File: src/rtl/msrv32_pkg.sv
// rtl/msrv32_pkg.sv - shared encodings for the data-memory controller
// State codes, load/store size codes and the data word width.
package msrv32_pkg;

  localparam int WORD_W = 32;

  typedef enum logic [1:0] {
    ST_IDLE = 2'd0,
    ST_BUSY = 2'd1,
    ST_DONE = 2'd2
  } dmem_state_e;

  localparam logic [1:0] LS_BYTE = 2'b00;
  localparam logic [1:0] LS_HALF = 2'b01;
  localparam logic [1:0] LS_WORD = 2'b10;

endpackage

File: src/rtl/msrv32_store_align.sv
// rtl/msrv32_store_align.sv - misalignment check and store lane formatter
// Purely combinational; size codes 10 and 11 both mean word.
module msrv32_store_align
  import msrv32_pkg::*;
(
  input  logic [1:0]        addr_lo_in,
  input  logic [1:0]        size_in,
  input  logic [WORD_W-1:0] rs2_in,
  output logic              misaligned_out,
  output logic [WORD_W-1:0] wdata_out,
  output logic [3:0]        mask_out
);

  always_comb begin
    misaligned_out = 1'b0;
    wdata_out      = rs2_in;
    mask_out       = 4'b1111;
    if (size_in == LS_BYTE) begin
      wdata_out = {4{rs2_in[7:0]}};
      mask_out  = 4'b0001 << addr_lo_in;
    end else if (size_in == LS_HALF) begin
      wdata_out      = {2{rs2_in[15:0]}};
      mask_out       = 4'b0011 << {addr_lo_in[1], 1'b0};
      misaligned_out = addr_lo_in[0];
    end else begin
      misaligned_out = (addr_lo_in != 2'b00);
    end
  end

endmodule

File: src/rtl/msrv32_dmem_ctrl.sv
// rtl/msrv32_dmem_ctrl.sv - data-memory bus controller, single outstanding transfer
// Define MSRV32_DMEM_TIMEOUT_EN to abandon transfers stuck in wait states.
module msrv32_dmem_ctrl
  import msrv32_pkg::*;
#(
  parameter int ADDR_W         = 32,
  parameter int TIMEOUT_CYCLES = 16
) (
  input  logic              clk_in,
  input  logic              rst_in,
  input  logic              mem_rd_req_in,
  input  logic              mem_wr_req_in,
  input  logic [ADDR_W-1:0] iadder_in,
  input  logic [WORD_W-1:0] rs2_in,
  input  logic [1:0]        load_size_in,
  input  logic              load_unsigned_in,
  input  logic              ahb_ready_in,
  input  logic              ahb_resp_in,
  input  logic [WORD_W-1:0] ahb_rdata_in,
  output logic [ADDR_W-1:0] dmem_addr_out,
  output logic [WORD_W-1:0] dmem_wdata_out,
  output logic [3:0]        dmem_wr_mask_out,
  output logic              dmem_req_out,
  output logic              dmem_we_out,
  output logic              stall_out,
  output logic              misaligned_out,
  output logic [WORD_W-1:0] lu_data_out,
  output logic              lu_resp_out,
  output logic              lu_valid_out,
  output logic [1:0]        lu_iadder_1_to_0_out,
  output logic [1:0]        lu_load_size_out,
  output logic              lu_load_unsigned_out
);

  dmem_state_e       state_q, state_d;
  logic [ADDR_W-1:0] addr_q, addr_d;
  logic [WORD_W-1:0] wdata_q, wdata_d;
  logic [3:0]        mask_q, mask_d;
  logic              req_q, req_d;
  logic              we_q, we_d;
  logic              mis_q, mis_d;
  logic [WORD_W-1:0] lu_data_q, lu_data_d;
  logic              lu_resp_q, lu_resp_d;
  logic              lu_valid_q, lu_valid_d;
  logic [1:0]        lu_off_q, lu_off_d;
  logic [1:0]        lu_size_q, lu_size_d;
  logic              lu_uns_q, lu_uns_d;

  logic              align_mis;
  logic [WORD_W-1:0] align_wdata;
  logic [3:0]        align_mask;

  msrv32_store_align u_align (
    .addr_lo_in     (iadder_in[1:0]),
    .size_in        (load_size_in),
    .rs2_in         (rs2_in),
    .misaligned_out (align_mis),
    .wdata_out      (align_wdata),
    .mask_out       (align_mask)
  );

`ifdef MSRV32_DMEM_TIMEOUT_EN
  localparam int CNT_W = $clog2(TIMEOUT_CYCLES + 1);
  localparam logic [CNT_W-1:0] CNT_LAST = CNT_W'(TIMEOUT_CYCLES - 1);
  logic [CNT_W-1:0] wait_cnt_q, wait_cnt_d;
`else
  logic unused_timeout_cfg;
  assign unused_timeout_cfg = (TIMEOUT_CYCLES != 0);
`endif

  always_comb begin
    state_d    = state_q;
    addr_d     = addr_q;
    wdata_d    = wdata_q;
    mask_d     = mask_q;
    req_d      = req_q;
    we_d       = we_q;
    mis_d      = 1'b0;
    lu_data_d  = lu_data_q;
    lu_resp_d  = lu_resp_q;
    lu_valid_d = 1'b0;
    lu_off_d   = lu_off_q;
    lu_size_d  = lu_size_q;
    lu_uns_d   = lu_uns_q;
`ifdef MSRV32_DMEM_TIMEOUT_EN
    wait_cnt_d = wait_cnt_q;
`endif
    case (state_q)
      ST_BUSY: begin
        if (ahb_ready_in) begin
          lu_data_d  = we_q ? '0 : ahb_rdata_in;
          lu_resp_d  = ahb_resp_in;
          req_d      = 1'b0;
          we_d       = 1'b0;
          lu_valid_d = 1'b1;
          state_d    = ST_DONE;
        end
`ifdef MSRV32_DMEM_TIMEOUT_EN
        // A ready in the limit cycle is handled above and completes normally.
        else if (wait_cnt_q == CNT_LAST) begin
          lu_data_d  = '0;
          lu_resp_d  = 1'b1;
          req_d      = 1'b0;
          we_d       = 1'b0;
          lu_valid_d = 1'b1;
          state_d    = ST_DONE;
        end else begin
          wait_cnt_d = wait_cnt_q + 1'b1;
        end
`endif
      end
      default: begin
        state_d = ST_IDLE;
        // Write wins when both request pulses arrive together.
        if (mem_wr_req_in || mem_rd_req_in) begin
          if (align_mis) begin
            mis_d = 1'b1;
          end else begin
            addr_d    = {iadder_in[ADDR_W-1:2], 2'b00};
            wdata_d   = mem_wr_req_in ? align_wdata : '0;
            mask_d    = mem_wr_req_in ? align_mask : 4'b0000;
            req_d     = 1'b1;
            we_d      = mem_wr_req_in;
            lu_off_d  = iadder_in[1:0];
            lu_size_d = load_size_in;
            lu_uns_d  = load_unsigned_in;
            state_d   = ST_BUSY;
`ifdef MSRV32_DMEM_TIMEOUT_EN
            wait_cnt_d = '0;
`endif
          end
        end
      end
    endcase
  end

  always_ff @(posedge clk_in) begin
    if (!rst_in) begin
      state_q    <= ST_IDLE;
      addr_q     <= '0;
      wdata_q    <= '0;
      mask_q     <= '0;
      req_q      <= 1'b0;
      we_q       <= 1'b0;
      mis_q      <= 1'b0;
      lu_data_q  <= '0;
      lu_resp_q  <= 1'b0;
      lu_valid_q <= 1'b0;
      lu_off_q   <= '0;
      lu_size_q  <= '0;
      lu_uns_q   <= 1'b0;
`ifdef MSRV32_DMEM_TIMEOUT_EN
      wait_cnt_q <= '0;
`endif
    end else begin
      state_q    <= state_d;
      addr_q     <= addr_d;
      wdata_q    <= wdata_d;
      mask_q     <= mask_d;
      req_q      <= req_d;
      we_q       <= we_d;
      mis_q      <= mis_d;
      lu_data_q  <= lu_data_d;
      lu_resp_q  <= lu_resp_d;
      lu_valid_q <= lu_valid_d;
      lu_off_q   <= lu_off_d;
      lu_size_q  <= lu_size_d;
      lu_uns_q   <= lu_uns_d;
`ifdef MSRV32_DMEM_TIMEOUT_EN
      wait_cnt_q <= wait_cnt_d;
`endif
    end
  end

  assign dmem_addr_out        = addr_q;
  assign dmem_wdata_out       = wdata_q;
  assign dmem_wr_mask_out     = mask_q;
  assign dmem_req_out         = req_q;
  assign dmem_we_out          = we_q;
  assign stall_out            = (state_q == ST_BUSY);
  assign misaligned_out       = mis_q;
  assign lu_data_out          = lu_data_q;
  assign lu_resp_out          = lu_resp_q;
  assign lu_valid_out         = lu_valid_q;
  assign lu_iadder_1_to_0_out = lu_off_q;
  assign lu_load_size_out     = lu_size_q;
  assign lu_load_unsigned_out = lu_uns_q;

endmodule

File: config.mk
export PLATFORM = sky130hd
export DESIGN_NAME = msrv32_dmem_ctrl
export DESIGN_NICKNAME = d
export VERILOG_FILES = /design/src/rtl/msrv32_pkg.sv /design/src/rtl/msrv32_store_align.sv /design/src/rtl/msrv32_dmem_ctrl.sv
export SDC_FILE = /design/constraint.sdc
export NUM_CORES = 1
export LEC_CHECK = 0
export BUFFER_PORTS_ARGS = -buffer_cell sky130_fd_sc_hd__buf_2
export CORE_MARGIN = 5
export CORE_UTILIZATION = 46
export DETAILED_ROUTE_END_ITERATION = 7
export PLACE_DENSITY = 0.87
export SYNTH_ARGS = -nofsm -noshare
export SYNTH_HDL_FRONTEND = slang
export SYNTH_SLANG_ARGS = --single-unit
File: constraint.sdc
create_clock -name clk_in -period 2.35 [get_ports clk_in]
set_clock_uncertainty 0.1 [all_clocks]
set_input_delay 0.47 -clock clk_in [delete_from_list [all_inputs] [get_ports clk_in]]
set_output_delay 0.47 -clock clk_in [all_outputs]
set_load 0.1 [all_outputs]
==> impl_metrics.json <==
{
  "final_layout_size_suffix_gt1_frac": 0.413,
  "path_clk_slew_ps": 120,
  "floorplan.initialDensity": 0.464,
  "crit_slowest_cell": "or4b_4",
  "end_kind": "register",
  "routedWlPerCell_um": 16.2,
  "mostFrequentLayoutCells": "211 x buf_2, 114 x nand2_1, 110 x dfxtp_1, 52 x mux2i_1, 32 x a22o_1",
  "hpwlAfterDp_um": 9360,
  "wl_met2_um": 6320,
  "io_pins": 216,
  "holdWs_ps": 195,
  "root_buffer": "clkbuf_8",
  "avgViaCountPerCell": 5.20,
  "p_leak_nw": 2.78,
  "cts_buffers": 9,
  "vias": 4052,
  "area_growth_pct": 31.2,
  "diodes": 0,
  "path_delay_family": "simple AND/OR/NAND/NOR gates",
  "first_global_vias": 4037,
  "core-area_sq_um": 9640,
  "drc": 0,
  "cp-start-kind": "register",
  "syn_area_sq_um": 4470,
  "rows": 36,
  "ys_warn_count": 0,
  "die_w_um": 109,
  "cts_tree": "yes",
  "postCtsHoldBufs": 0,
  "hold_class": "in2reg",
  "drt_pass1_iterations": 4,
  "grt_pass1_wl_um": 19400,
  "relSlewSlack": 0.652,
  "worstMarginPinSlew_ps": 526,
  "irDropWorstVdd_uv": 444,
  "cts_setup_buffers": 0,
  "die_area_sq_um": 11800,
  "final_nets": 746,
  "period_minus_slack_ps": 2020,
  "path_cells": "nor2b_1 -> buf_4 -> or4b_4 -> o32ai_1",
  "required_ps": 2530,
  "cts_buffer_depth": 2,
  "worst_slack_ps": 332,
  "hold_viol": 0,
  "gp_congestion": 0.804,
  "async_flop_share": 0,
  "synth_cell_type_count": 36,
  "fillers": 823,
  "rsz0062_at_grt": "no",
  "cts_sinks": 110,
  "final_cell_area_sq_um": 5870,
  "crit_fanout": 33,
  "drt_wl_total_um": 12600,
  "place_area_sq_um": 5650,
  "portBuffers": 213,
  "drt-initial-drc-count": 211,
  "met1Wirelength_um": 5000,
  "synth_flop_cell": "dfxtp_1",
  "max_stage_delay_ps": 790,
  "tns_ps": 0,
  "dp_slack_ps": 159,
  "ys_seq_area_frac": 0.492,
  "overflow": 0,
  "setup_viol": 0,
  "synth_edf_count": 0,
  "synth_area_per_cell_sq_um": 10.0,
  "drtAntennaViolNets": 0,
  "status": "finished, final reports clean",
  "track_usage": 0.204,
  "ys_seq_elements": 110,
  "antenna_found_initial": 0,
  "fin_crit_sh": 0.859,
  "power_density_nw_per_um2": 792,
  "cts_htree_levels": 3,
  "grt_max_degree": 63,
  "routed-wl-met3_um": 976,
  "worst-path-buf-inv": 1,
  "post_cts_resized": 0,
  "fmax_mhz": 496,
  "fp.dieH_um": 109,
  "synthCells": 447,
  "layout_commonest_cell": "buf_2",
  "timing.setup.critical_path_class": "reg2reg",
  "clk-insertion-delay-late_ps": 360,
  "highest-signal-layer": "met4",
  "arrival_ps": 2200,
  "drv_cap": 0,
  "slew_violations": 0
}
==> power breakdown <==
part | leakage (nW) | internal [W] | switching, W | total, W
clock | 0.110 | 0.000532 | 0.000705 | 0.00124
combinational | 1.77 | 0.000296 | 0.00109 | 0.00139
sequential | 0.897 | 0.00197 | 0.0000537 | 0.00202
total | 2.78 | 0.00280 | 0.00185 | 0.00465
==> synth_stat cells (3+ instances only) <==
| master | count | area (sq um) |
|---|---|---|
| o21ai_0 | 9 | 45.0 |
| buf_6 | 5 | 56.3 |
| o22ai_1 | 9 | 56.3 |
| mux2i_1 | 52 | 521 |
| nor2_1 | 5 | 18.8 |
| o32ai_1 | 3 | 26.3 |
| nor2b_1 | 9 | 56.3 |
| nand2_1 | 114 | 428 |
| dfxtp_1 | 110 | 2200 |
| buf_4 | 4 | 30.0 |
| and2_1 | 3 | 18.8 |
| o32ai_2 | 21 | 342 |
| a21oi_1 | 7 | 35.0 |
| buf_2 | 6 | 30.0 |
| a211oi_1 | 8 | 60.1 |
| clkbuf_1 | 25 | 93.8 |
| a22o_1 | 32 | 280 |
==> layout make-up <==
class	count	area, sq um	area share
Clock inverter	7	98.8	0.0168
Tap cell	133	166	0.0284
Timing Repair Buffer	224	1200	0.205
Clock buffer	9	124	0.0211
Multi-Input combinational cell	293	2060	0.351
Sequential cell	110	2200	0.375
Inverter	3	11.3	0.00192
==> state kept, by name (all words and copies together) (netlist names) <==
signal	flops
state_q	2
dmem_wdata_out	32
dmem_req_out	1
dmem_addr_out	30
lu_load_size_out	2
lu_load_unsigned_out	1
dmem_wr_mask_out	4
lu_iadder_1_to_0_out	2
lu_data_out	32
dmem_we_out	1
lu_valid_out	1
lu_resp_out	1
misaligned_out	1
==> cell families after synthesis <==
group                  count (synthesis)  share of synthesized area
multiplexers                          53                      0.119
AO/OA/AOI/OAI                         96                      0.201
buffers and inverters                 45                     0.0512
other                                  1                   0.000839
AND/OR/NAND/NOR                      142                      0.135
flip-flops                           110                      0.492
==> final timing paths <==
check             slack [ps]                          start                              end  cells after the start
hold reg to reg          360  dmem_addr_out[3]$_SDFFE_PN0P_    dmem_addr_out[3]$_SDFFE_PN0P_                      2
setup reg to reg         330        state_q[0]$_SDFFE_PN0P_  dmem_wdata_out[30]$_SDFFE_PN0P_                      4
hold / removal           200               ahb_rdata_in[22]     lu_data_out[22]$_SDFFE_PN0P_                      2
setup / recovery         330        state_q[0]$_SDFFE_PN0P_  dmem_wdata_out[30]$_SDFFE_PN0P_                      4
==> routing by layer <==
| metal | vias to the layer above | track usage |
|---|---|---|
| met5 | - | 0 |
| met4 | 0 | 0.0712 |
| met3 | 25 | 0.0537 |
| met2 | 149 | 0.356 |
| met1 | 1918 | 0.242 |
| li1 | 1960 | - |
==> stage by stage <==
stage	instances	total power (W)	util
global route	779	0.00483	0.609
global placement	763	0.00343	0.586
CTS	779	0.00468	0.609
detailed placement	763	0.00345	0.586
finish	779	0.00465	0.609
floorplan	448	0.00316	-
(Power assumes the default switching activity.)
